--- config.mk ---
export PLATFORM = sky130hd
export DESIGN_NAME = hazard_forward_ctrl
export DESIGN_NICKNAME = d
export VERILOG_FILES = /design/src/rtl/mips_pipe_pkg.sv /design/src/rtl/hazard_forward_ctrl_fwd_select.sv /design/src/rtl/hazard_forward_ctrl.sv
export SDC_FILE = /design/constraint.sdc
export NUM_CORES = 1
export LEC_CHECK = 0
export BUFFER_PORTS_ARGS = -buffer_cell sky130_fd_sc_hd__buf_2
export CORE_ASPECT_RATIO = 0.75
export CORE_MARGIN = 2
export CORE_UTILIZATION = 40
export CTS_CLUSTER_SIZE = 28
export DETAILED_ROUTE_END_ITERATION = 10
export PLACE_DENSITY_LB_ADDON = 0.15
export SLEW_MARGIN = 10
export SYNTH_ARGS = -nofsm -noshare
export SYNTH_HDL_FRONTEND = slang
export SYNTH_HIERARCHICAL = 1
export SYNTH_SLANG_ARGS = --single-unit
--- constraint.sdc ---
create_clock -name clk -period 1.55 [get_ports clk]
set_input_delay 0.3875 -clock clk [delete_from_list [all_inputs] [get_ports clk]]
set_output_delay 0.3875 -clock clk [all_outputs]
set_load 0.02 [all_outputs]
--- src/rtl/mips_pipe_pkg.sv ---
// rtl/mips_pipe_pkg.sv - shared register width, forward select codes and shadow stage record
package mips_pipe_pkg;

  localparam int REG_AW = 5;

  localparam logic [1:0] FWD_REG = 2'b00;
  localparam logic [1:0] FWD_ALU = 2'b01;
  localparam logic [1:0] FWD_MEM = 2'b10;

  // Destination info carried down the shadow pipeline
  typedef struct packed {
    logic              v;
    logic              rw;
    logic              mr;
    logic [REG_AW-1:0] dst;
  } stage_info_t;

endpackage

--- src/rtl/hazard_forward_ctrl_fwd_select.sv ---
// rtl/hazard_forward_ctrl_fwd_select.sv - forward select for one source operand
module fwd_select
  import mips_pipe_pkg::*;
(
  input  logic [REG_AW-1:0] src,
  input  logic              use_src,
  input  stage_info_t       ex_q,
  input  stage_info_t       mem_q,
  output logic [1:0]        sel
);

  logic live_src;
  logic ex_hit;
  logic mem_hit;

  // Register 0 is hardwired, so it never needs a bypass
  assign live_src = use_src && (src != '0);

  // A load in EX has no ALU result worth bypassing; the stall logic handles it
  assign ex_hit  = live_src && ex_q.v && ex_q.rw && !ex_q.mr && (ex_q.dst == src);
  assign mem_hit = live_src && mem_q.v && mem_q.rw && (mem_q.dst == src);

  // Youngest producer wins: EX beats MEM
  always_comb begin
    sel = FWD_REG;
    if (ex_hit) begin
      sel = FWD_ALU;
    end else if (mem_hit) begin
      sel = FWD_MEM;
    end
  end

endmodule

--- src/rtl/hazard_forward_ctrl.sv ---
// rtl/hazard_forward_ctrl.sv - forwarding select and load-use stall control; HAZ_PERF_CNT_EN adds perf counters
module hazard_forward_ctrl #(
  parameter int REG_AW = 5,
  parameter int CNT_W  = 32
) (
  input  logic              clk,
  input  logic              reset,
  input  logic              id_valid,
  input  logic [REG_AW-1:0] id_rs,
  input  logic [REG_AW-1:0] id_rt,
  input  logic              id_use_rs,
  input  logic              id_use_rt,
  input  logic              id_reg_write,
  input  logic              id_mem_read,
  input  logic [REG_AW-1:0] id_dst,
  output logic [1:0]        forward_a,
  output logic [1:0]        forward_b,
  output logic              stall_if_id,
  output logic              bubble_id_ex,
  output logic [CNT_W-1:0]  stall_count,
  output logic [CNT_W-1:0]  fwd_count
);

  import mips_pipe_pkg::*;

  stage_info_t ex_q;
  stage_info_t mem_q;
  stage_info_t wb_q;
  stage_info_t id_info;

  logic       haz;
  logic       rs_hit;
  logic       rt_hit;
  logic [1:0] sel_a;
  logic [1:0] sel_b;

  assign id_info = '{v: id_valid, rw: id_reg_write, mr: id_mem_read, dst: id_dst};

  // Load-use: the load in EX has not produced its data yet
  assign rs_hit = id_use_rs && (id_rs == ex_q.dst);
  assign rt_hit = id_use_rt && (id_rt == ex_q.dst);
  assign haz    = id_valid && ex_q.v && ex_q.mr && (ex_q.dst != '0) && (rs_hit || rt_hit);

  assign stall_if_id  = haz;
  assign bubble_id_ex = haz;

  // An empty ID slot must not select a bypass
  fwd_select u_fwd_a (
    .src     (id_rs),
    .use_src (id_use_rs && id_valid),
    .ex_q    (ex_q),
    .mem_q   (mem_q),
    .sel     (sel_a)
  );

  fwd_select u_fwd_b (
    .src     (id_rt),
    .use_src (id_use_rt && id_valid),
    .ex_q    (ex_q),
    .mem_q   (mem_q),
    .sel     (sel_b)
  );

  // Shadow pipeline advance; a bubble enters EX with register-file selects
  always_ff @(posedge clk) begin
    if (reset) begin
      ex_q      <= '0;
      mem_q     <= '0;
      wb_q      <= '0;
      forward_a <= FWD_REG;
      forward_b <= FWD_REG;
    end else begin
      ex_q      <= haz ? '0 : id_info;
      mem_q     <= ex_q;
      wb_q      <= mem_q;
      forward_a <= haz ? FWD_REG : sel_a;
      forward_b <= haz ? FWD_REG : sel_b;
    end
  end

`ifdef HAZ_PERF_CNT_EN
  logic [1:0]     fwd_inc;
  logic [CNT_W:0] fwd_sum;

  assign fwd_inc = {1'b0, (sel_a != FWD_REG)} + {1'b0, (sel_b != FWD_REG)};
  assign fwd_sum = {1'b0, fwd_count} + {{(CNT_W-1){1'b0}}, fwd_inc};

  // Saturating stall and forward counters
  always_ff @(posedge clk) begin
    if (reset) begin
      stall_count <= '0;
      fwd_count   <= '0;
    end else if (haz) begin
      if (stall_count != '1) begin
        stall_count <= stall_count + 1'b1;
      end
    end else begin
      fwd_count <= fwd_sum[CNT_W] ? '1 : fwd_sum[CNT_W-1:0];
    end
  end
`else
  assign stall_count = '0;
  assign fwd_count   = '0;
`endif

endmodule

==> results.md <==
Worst setup path:
- The launching element type of the critical path is a flip-flop.
- Traced cell by cell, the critical path runs through buf_4, xnor2_2, nand2_1, o22ai_2, and2_4, buf_6.
- The required time of the critical path is 1.16 ns.
- The critical path in this run is classified as flip-flop to output port.
- On the critical path, the stage with the largest delay is an instance of dfxtp_4.
- For this run, the slowest stage of the critical path takes 0.37 ns.
- The kind of end point of the critical path is an output port.
- The largest fanout on the critical path is 4.
- The arrival time of data at the critical path endpoint is 1.42 ns.

Flow run:
- The max-capacitance violation count is 0.

STA:
- Between clock sinks in the finished design, the worst skew comes to 0.00260 ns.
- Based on the critical path, the design can be clocked at up to 553 MHz.
- The final count of negative-setup-slack endpoints is 6.
- After layout, the worst setup slack is -0.260 ns.
- The number of pins with negative max-slew slack in the final report is 0.
- The worst path in the final design needs a cycle of 1.81 ns, including I/O delays and setup.
- The worst-case headroom to the max-slew limit is 64.8%.
- For the pin with the worst max-slew slack, the measured transition is 0.522 ns.
- The final critical path takes up 117% of the cycle.
- Setup repair after global routing could not meet its margin everywhere.
- The number of endpoints with negative hold slack in the final report was 0.

Final layout:
- The proportion of layout cells with a drive suffix above 1 is 33.6%.
- The relative area change from synthesis to final layout is 18.1%.
- The number of antenna repair diodes is 0.
- The number of nets in the finished design is 249.
- The most common cell after layout, fill and taps aside is conb_1.
- The library cells used most frequently in the layout, excluding fill and tap cells, are conb_1, buf_2, buf_4.

Drt:
- After detailed routing, the number of remaining DRC violations is 0.
- In this run, the number of DRC markers left after iteration 0 of detailed routing was 33.
- Once detail routing completed, the nets flagged for antenna violations numbered 0.
- The overall routed net length is 2.93 mm.
- The per-cell routed wire length is 10.6 µm.
- After detailed routing, the number of vias per cell comes to 3.86.
- The pre-antenna-repair detailed-routing pass consisted of 6 iterations.
- The overall via count from detail_route is 1074.

Clock network:
- The number of clock buffers added by TritonCTS is 3.
- The clock tree from TritonCTS is built.
- Clock tree synthesis found a total of 19 sinks.
- The root buffer selected by CTS is clkbuf_8.
- The clock slew at the register clock pins of the worst setup and hold paths is 0.08 ns.
- The maximum level of the CTS H-tree is 1.
- The clock reaches the later pin of the worst-skew pair after 0.26 ns.
- The clock tree buffer depth is 2.
- The count of hold-fix buffers inserted at cts is 0.

Pwr:
- The worst-case vdd ir drop is 0.000442 V.
- The power per unit of standard cell area is 692 nW/µm².
- Of the total power, the share spent switching nets is 34.6%.
- The clock power share is 28.3%.
- Cell internal power was estimated by the tool at 825 µW.
- Of the total power, registers draw 41.8%.
- The design draws 1.26 mW.
- In this run the power spent charging and discharging nets is 436 µW.
- Of the total power, combinational logic draws 29.9%.
- The leakage component of the power is 0.847 nW.

Global route:
- The global-route wire length before repair is 4.43 mm.
- The via count of the first global-routing pass is 898.
- The overall global routing resource usage is 13.6%.
- The maximum number of pins on one net before global-route repair is 20.
- Global routing finished with a remaining overflow of 0.
- The number of antenna violations at the first check in global routing is 0.

Placement:
- Summed over all nets, the half-perimeter wirelength after detailed placement is 2.25 mm.
- The port buffer count is 27.
- The pre-CTS setup slack is -0.174 ns.
- At the end of routability-driven placement, the weighted congestion stood at 0.831.

Synthesis:
- The average instance in the mapped netlist occupies 8.48 µm².
- The instance count of the mapped netlist is 182.
- The cell area after synthesis is 1540 µm².
- The Yosys step of the flow raised 6 warnings.

Worst hold path:
- The type of the most critical hold path is input pin to flip-flop.

Floorplanning:
- The initial core utilization is 41.9%.
- Measured along the x axis, the die boundary spans 75.7 µm.
- The area of the die is 4370 µm².
- The die is 57.8 µm tall.
- During I/O placement, the number of pins put on the boundary was 92.
- The total number of placement rows is 19.
- The core outline area is 3680 µm².

Outcome:
- The run finished, with violations left.
- The checks that failed: negative setup slack.
area by class of cell:
type | count | area [µm²]
clock inverter | 1 | 7.51
tap | 52 | 65.1
fill | 390 | 1860
clock buffer | 3 | 41.3
multi-input combinational | 155 | 992
sequential | 19 | 399
timing repair buffer | 48 | 317
what timing repair did:
item / in CTS / in global routing
pin swaps: 9 / 4
gates resized for setup: 19 / 9
setup buffers: 3 / 2
endpoints found under the setup margin: 6 / 6
power by group through the flow:
stage / Sequential, mW / Combinational (mW) / Clock, mW
final: 0.527 / 0.377 / 0.357
after global routing: 0.531 / 0.412 / 0.386
after CTS: 0.528 / 0.367 / 0.368
after detailed placement: 0.545 / 0.333 / 0
after global placement: 0.545 / 0.332 / 0
after floorplan: 0.538 / 0.368 / 0
state kept, by name, summed over array words and instances (netlist names):
register	flops
forward_a	2
forward_b	2
mem_q	7
ex_q	8
through the flow:
step / setup TNS (ns) / hold slack [ns] / cells / cell area, µm² / util, %
4_1_cts: -0.665 / 0.337 / 277 / 1780 / 48.2
3_5_place_dp: -0.844 / 0.479 / 270 / 1610 / 43.6
2_1_floorplan: 0 / 0.461 / 245 / 1810 / -
5_1_grt: -1.38 / 0.349 / 278 / 1820 / 49.4
6_report: -0.922 / 0.342 / 278 / 1820 / 49.4
3_3_place_gp: -0.839 / 0.472 / 270 / 1610 / 43.6
critical path, delay by kind of cell, from the launching register on:
family,cells,cell delay [ns]
XOR/XNOR,1,0.13
AO/OA/AOI/OAI,1,0.14
buffers and inverters,2,0.25
AND/OR/NAND/NOR,2,0.26
flip-flops,1,0.37
layer usage:
layer	up-vias	share of wire, %	track usage [%]
li1	546	-	-
met2	49	45	20.6
met3	0	7.3	4.17
met5	-	0	0
met1	479	48	19.8
met4	0	0	1.50
path summary, 6_finish.rpt:
kind,start,to,slack (ns),cells after the start
worst max register to register,ex_q[4]$_SDFF_PP0_,forward_a[1]$_SDFF_PP0_,-0.15,8
worst min register to register,ex_q[6]$_SDFF_PP0_,mem_q[6]$_SDFF_PP0_,0.49,1
worst min-delay path,id_dst[2],ex_q[2]$_SDFF_PP0_,0.34,3
worst max-delay path,ex_q[1]$_SDFF_PP0_,bubble_id_ex,-0.26,6
(Power assumes the default switching activity.)
